## config.mk

```make
export PLATFORM = sky130hd
export DESIGN_NAME = demux1to3_32bit_buf
export DESIGN_NICKNAME = d
export VERILOG_FILES = /design/src/rtl/demux1to3_32bit_buf.sv
export SDC_FILE = /design/constraint.sdc
export NUM_CORES = 1
export LEC_CHECK = 0
export ABC_AREA = 1
export CAP_MARGIN = 20
export CORE_MARGIN = 3
export CORE_UTILIZATION = 50
export DETAILED_ROUTE_END_ITERATION = 6
export GPL_TIMING_DRIVEN = 0
export PLACE_DENSITY = 0.78
export SYNTH_ARGS = -nofsm -noshare
export SYNTH_HDL_FRONTEND = slang
export SYNTH_SLANG_ARGS = --single-unit
```

## constraint.sdc

```tcl
create_clock -name i_clk -period 2.7 [get_ports i_clk]
set_input_delay 0.27 -clock i_clk [delete_from_list [all_inputs] [get_ports i_clk]]
set_output_delay 0.27 -clock i_clk [all_outputs]
set_load 0.01 [all_outputs]
```

## src/rtl/demux1to3_32bit_buf.sv

```systemverilog
// rtl/demux1to3_32bit_buf.sv - 1-to-3 word demux with a buffered valid/ready FIFO per output channel
// Holds the per-channel FIFO and the top-level demux that steers each word by i_sel.

module demux1to3_chan_fifo #(
    parameter int DEPTH = 2,
    parameter int CNT_W = 16
) (
    input  logic             i_clk,
    input  logic             i_rst_n,
    input  logic             i_push,
    input  logic [31:0]      i_data,
    output logic             o_full,
    output logic             o_empty,
    output logic [31:0]      o_data,
    output logic             o_valid,
    input  logic             i_ready,
    output logic [CNT_W-1:0] o_cnt
);
    localparam int AW = $clog2(DEPTH);
    localparam logic [AW:0]      PTR_ONE = {{AW{1'b0}}, 1'b1};
    localparam logic [CNT_W-1:0] CNT_ONE = {{(CNT_W-1){1'b0}}, 1'b1};

    logic [AW:0]      r_wr_ptr;
    logic [AW:0]      r_rd_ptr;
    logic [31:0]      r_mem [DEPTH];
    logic [CNT_W-1:0] r_cnt;
    logic             w_empty;
    logic             w_full;
    logic             w_do_push;
    logic             w_do_pop;

    // Extra wrap bit distinguishes full from empty when the low bits match.
    assign w_empty   = (r_wr_ptr == r_rd_ptr);
    assign w_full    = (r_wr_ptr[AW-1:0] == r_rd_ptr[AW-1:0]) &&
                       (r_wr_ptr[AW] != r_rd_ptr[AW]);
    assign w_do_push = i_push && !w_full;
    assign w_do_pop  = !w_empty && i_ready;

    always_ff @(posedge i_clk or negedge i_rst_n) begin
        if (!i_rst_n) begin
            r_wr_ptr <= '0;
            r_rd_ptr <= '0;
            r_cnt    <= '0;
            for (int i = 0; i < DEPTH; i++) begin
                r_mem[i] <= '0;
            end
        end else begin
            if (w_do_push) begin
                r_mem[r_wr_ptr[AW-1:0]] <= i_data;
                r_wr_ptr                <= r_wr_ptr + PTR_ONE;
            end
            if (w_do_pop) begin
                r_rd_ptr <= r_rd_ptr + PTR_ONE;
                r_cnt    <= r_cnt + CNT_ONE;
            end
        end
    end

    assign o_full  = w_full;
    assign o_empty = w_empty;
    assign o_valid = !w_empty;
    assign o_data  = r_mem[r_rd_ptr[AW-1:0]];
    assign o_cnt   = r_cnt;
endmodule

module demux1to3_32bit_buf #(
    parameter int DEPTH = 2,
    parameter int CNT_W = 16
) (
    input  logic             i_clk,
    input  logic             i_rst_n,
    input  logic [31:0]      i_data,
    input  logic [1:0]       i_sel,
    input  logic             i_valid,
    output logic             o_ready,
    output logic [31:0]      o_a_data,
    output logic             o_a_valid,
    input  logic             i_a_ready,
    output logic [31:0]      o_b_data,
    output logic             o_b_valid,
    input  logic             i_b_ready,
    output logic [31:0]      o_c_data,
    output logic             o_c_valid,
    input  logic             i_c_ready,
    output logic [CNT_W-1:0] o_cnt_a,
    output logic [CNT_W-1:0] o_cnt_b,
    output logic [CNT_W-1:0] o_cnt_c,
    output logic             o_idle
);
    logic w_push_a, w_push_b, w_push_c;
    logic w_full_a, w_full_b, w_full_c;
    logic w_empty_a, w_empty_b, w_empty_c;

    // i_valid gates every push, so an unknown i_sel while idle cannot write.
    assign w_push_a = i_valid && (i_sel == 2'b00);
    assign w_push_b = i_valid && (i_sel == 2'b01);
    assign w_push_c = i_valid && i_sel[1];

    always_comb begin
        o_ready = 1'b0;
        case (i_sel)
            2'b00:   o_ready = !w_full_a;
            2'b01:   o_ready = !w_full_b;
            default: o_ready = !w_full_c;
        endcase
    end

    demux1to3_chan_fifo #(.DEPTH(DEPTH), .CNT_W(CNT_W)) u_fifo_a (
        .i_clk   (i_clk),
        .i_rst_n (i_rst_n),
        .i_push  (w_push_a),
        .i_data  (i_data),
        .o_full  (w_full_a),
        .o_empty (w_empty_a),
        .o_data  (o_a_data),
        .o_valid (o_a_valid),
        .i_ready (i_a_ready),
        .o_cnt   (o_cnt_a)
    );

    demux1to3_chan_fifo #(.DEPTH(DEPTH), .CNT_W(CNT_W)) u_fifo_b (
        .i_clk   (i_clk),
        .i_rst_n (i_rst_n),
        .i_push  (w_push_b),
        .i_data  (i_data),
        .o_full  (w_full_b),
        .o_empty (w_empty_b),
        .o_data  (o_b_data),
        .o_valid (o_b_valid),
        .i_ready (i_b_ready),
        .o_cnt   (o_cnt_b)
    );

    demux1to3_chan_fifo #(.DEPTH(DEPTH), .CNT_W(CNT_W)) u_fifo_c (
        .i_clk   (i_clk),
        .i_rst_n (i_rst_n),
        .i_push  (w_push_c),
        .i_data  (i_data),
        .o_full  (w_full_c),
        .o_empty (w_empty_c),
        .o_data  (o_c_data),
        .o_valid (o_c_valid),
        .i_ready (i_c_ready),
        .o_cnt   (o_cnt_c)
    );

    assign o_idle = w_empty_a && w_empty_b && w_empty_c;
endmodule

```

==> impl_metrics.env <==
export IMPL_ir_drop_uv=930
export IMPL_final_area_um2=14600
export IMPL_setup_violations=0
export IMPL_drtAntennaViolNets=0
export IMPL_worst_path_buf_inv=3
export IMPL_chipHeight_um=157
export IMPL_worstMarginPinSlew_ns=0.603
export IMPL_cp_data_required_time_ns=2.43
export IMPL_synth_distinct_cells=24
export IMPL_place_area_um2=13700
export IMPL_clock_latency_ns=0.53
export IMPL_synth_fp_nets=1469
export IMPL_io_buffer_count=187
export IMPL_grt_ovfl_total=0
export IMPL_avgSynthCellArea_um2=8.00
export IMPL_ys_ff_latch=252
export IMPL_crit_family="buffers and inverters"
export IMPL_cp_max_fo=10
export IMPL_ys_flop_type="dfrtp_1"
export IMPL_dp_hpwl_mm=21.7
export IMPL_yosys_warnings=0
export IMPL_synthArstFlopShare_pct=100
export IMPL_top_usage_layer="met2"
export IMPL_clkTransAtPathRegs_ns=0.06
export IMPL_finalHoldViolCount=0
export IMPL_fin_hold_ws_ns=0.0700
export IMPL_cts_sinks=252
export IMPL_fin_ws_ns=0.0907
export IMPL_synth_edf_count=0
export IMPL_synth_area_leaders="dfrtp_1 55%, nand2_1 20%, o21ai_0 8.5%"
export IMPL_place_gp_congestion=0.854
export IMPL_worstPathCellList="clkbuf_4 > clkbuf_2 > o21ai_0 > clkdlybuf4s50_1"
export IMPL_cp_end_kind="output pin"
export IMPL_layout_common_cells="610 x nand2_1, 252 x dfrtp_1, 187 x o21ai_0, 186 x clkdlybuf4s50_1, 137 x inv_1"
export IMPL_grt_use_total_pct=25.4
export IMPL_drtIter0Drc=857
export IMPL_power_density_nw_per_um2=1200
export IMPL_synth_area_leader_cell="dfrtp_1"
export IMPL_path_class="flip-flop to output pin"
export IMPL_crit_path_start_kind="flip-flop"
export IMPL_n_antenna_cell=0
export IMPL_rsz0062_at_grt="false"
export IMPL_met1_usage_pct=36.9
export IMPL_htreeDepth=1
export IMPL_post_cts_setup_buffers=0
export IMPL_place_worst_setup_slack_ns=0.180
export IMPL_rows=54
export IMPL_cts_tree="done"
export IMPL_fp_coreArea_um2=22100
export IMPL_cpMaxStageDelayCell="clkdlybuf4s50_1"
export IMPL_synth_seq_area_share_pct=55.3
export IMPL_final_common_cell="nand2_1"
export IMPL_start_util_pct=51.6
export IMPL_status="completed"
export IMPL_grt_pass1_wl_mm=50.5
export IMPL_maxCapViolCount=0
export IMPL_fin_util_pct=66.1
export IMPL_use_met2_pct=40.2
export IMPL_die_x_um=157
export IMPL_nets=1688
export IMPL_final_layout_size_suffix_gt1_share_pct=6.73
export IMPL_slew_violations=0
export IMPL_grt_pass1_vias=9827
export IMPL_arrival_ns=2.34
export IMPL_clock_path_buffers=3
export IMPL_vias=10200
export IMPL_antenna_found_initial=1
export IMPL_critPathMaxStageDelay_ns=0.60
export IMPL_netlist_area_um2=11400
export IMPL_routed_via_density=5.25
export IMPL_route_detailed_drc=0
export IMPL_synthCells=1426
export IMPL_area_growth_pct=28.0
export IMPL_timing_final_crit_share_pct=96.6
export IMPL_totalNegativeSetupSlack_ns=0
export IMPL_numCtsBuffers=27
export IMPL_root_buffer="clkbuf_16"
export IMPL_wl_per_cell_um=16.2
export IMPL_power_leakage_nw=7.09
export IMPL_pin_count=189
export IMPL_grt_start_max_net_pins=100
export IMPL_skew_ns=0.00852
export IMPL_timing_fmax_ghz=0.383
export IMPL_grt_use_met3_pct=3.57
export IMPL_hold_path_class="input port to flip-flop"
export IMPL_yosysTopAreaCellShare_pct=55.3
export IMPL_firstDrtPassIters=6
export IMPL_period_needed_ns=2.61
export IMPL_relSlewSlack_pct=59.8
export IMPL_drt_total_wl_mm=31.5
export IMPL_dieArea_um2=24700
==> cell families after synthesis <==
| group | synth area share, % |
|---|---|
| buffers and inverters | 7.18 |
| flip-flops | 55.3 |
| adder cells (fa/ha/maj) | 0.329 |
| AND/OR/NAND/NOR | 25.5 |
| AO/OA/AOI/OAI | 8.95 |
| XOR/XNOR | 2.77 |
==> synth_stat cells, types with 5 or more instances <==
cell type and n:
nand3_1 24, o21ai_1 10, o21ai_0 193, nand2_1 610, nand3b_1 6, buf_4 9, nor3_1 6, nand2_2 8
xnor2_1 5, xor2_1 31, inv_1 137, clkbuf_1 30, nor2_1 60, buf_2 19, dfrtp_1 252, nand4_1 7
nand3_2 6
==> metrics by stage <==
step           total power [mW]  instances
2_1_floorplan              9.90       1426
3_3_place_gp               13.6       1893
3_5_place_dp               13.8       1895
4_1_cts                    17.5       1944
5_1_grt                    18.7       1944
6_report                   17.5       1944
==> registers in the layout (all words and copies together), names as in the netlist, 16 cells and up <==
signal and cells:
u_fifo_a.o_cnt 16, u_fifo_c.r_mem 64, u_fifo_b.o_cnt 16, u_fifo_b.r_mem 64
u_fifo_a.r_mem 64, u_fifo_c.o_cnt 16
==> repair_timing <==
action | 4_1_cts | 5_1_grt
hold endpoints to repair | 68 | 0
hold buffers | 1 | 0
setup endpoints to repair | 96 | 36
resized for setup | 22 | 16
==> area by class of cell <==
type,instances,area (µm²)
fillers,1838,7500
flip-flops and latches,252,6310
multi-input cells,974,4280
repair buffers,190,1940
clock buffers,42,822
inverters,141,529
well taps,280,350
plain buffers,59,327
clock inverters,6,42.5
==> worst reg2reg max path, cell delays in order (launching register included) <==
cell	delay, ns
dfrtp_1	0.44
inv_1	0.11
nand2_1	0.06
nand2_1	0.08
nand3_2	0.11
nand3_2	0.20
clkbuf_1	0.51
nand2_1	0.12
nand2_1	0.09
==> layer usage <==
metal	wire length, µm	up-vias
met5	12	-
met4	912	2
met3	2050	64
met2	14500	392
met1	14000	4901
li1	-	4841
==> path summary, 6_finish.rpt <==
kind                       slack (ns)            endpoint  cells past startpoint            startpoint
max                              0.09        o_b_data[24]                      4  u_fifo_b.r_rd_ptr[0]
min                              0.07   u_fifo_c.o_cnt[5]                      3             i_c_ready
max reg2reg                      0.92  u_fifo_b.r_mem[11]                      8  u_fifo_b.r_wr_ptr[0]
min reg2reg                      0.48  u_fifo_a.r_mem[24]                      2    u_fifo_a.r_mem[24]
max in group asynchronous        1.12  u_fifo_c.r_mem[57]                      4               i_rst_n
min in group asynchronous        0.27   u_fifo_b.o_cnt[5]                      2               i_rst_n
==> power breakdown <==
part	total [mW]	switching, mW	internal, mW
logic	7.64	4.18	3.46
registers	6.25	0.850	5.40
clock network	3.59	1.50	2.09
total	17.5	6.54	10.9
Power figures use the tool's default switching activity.
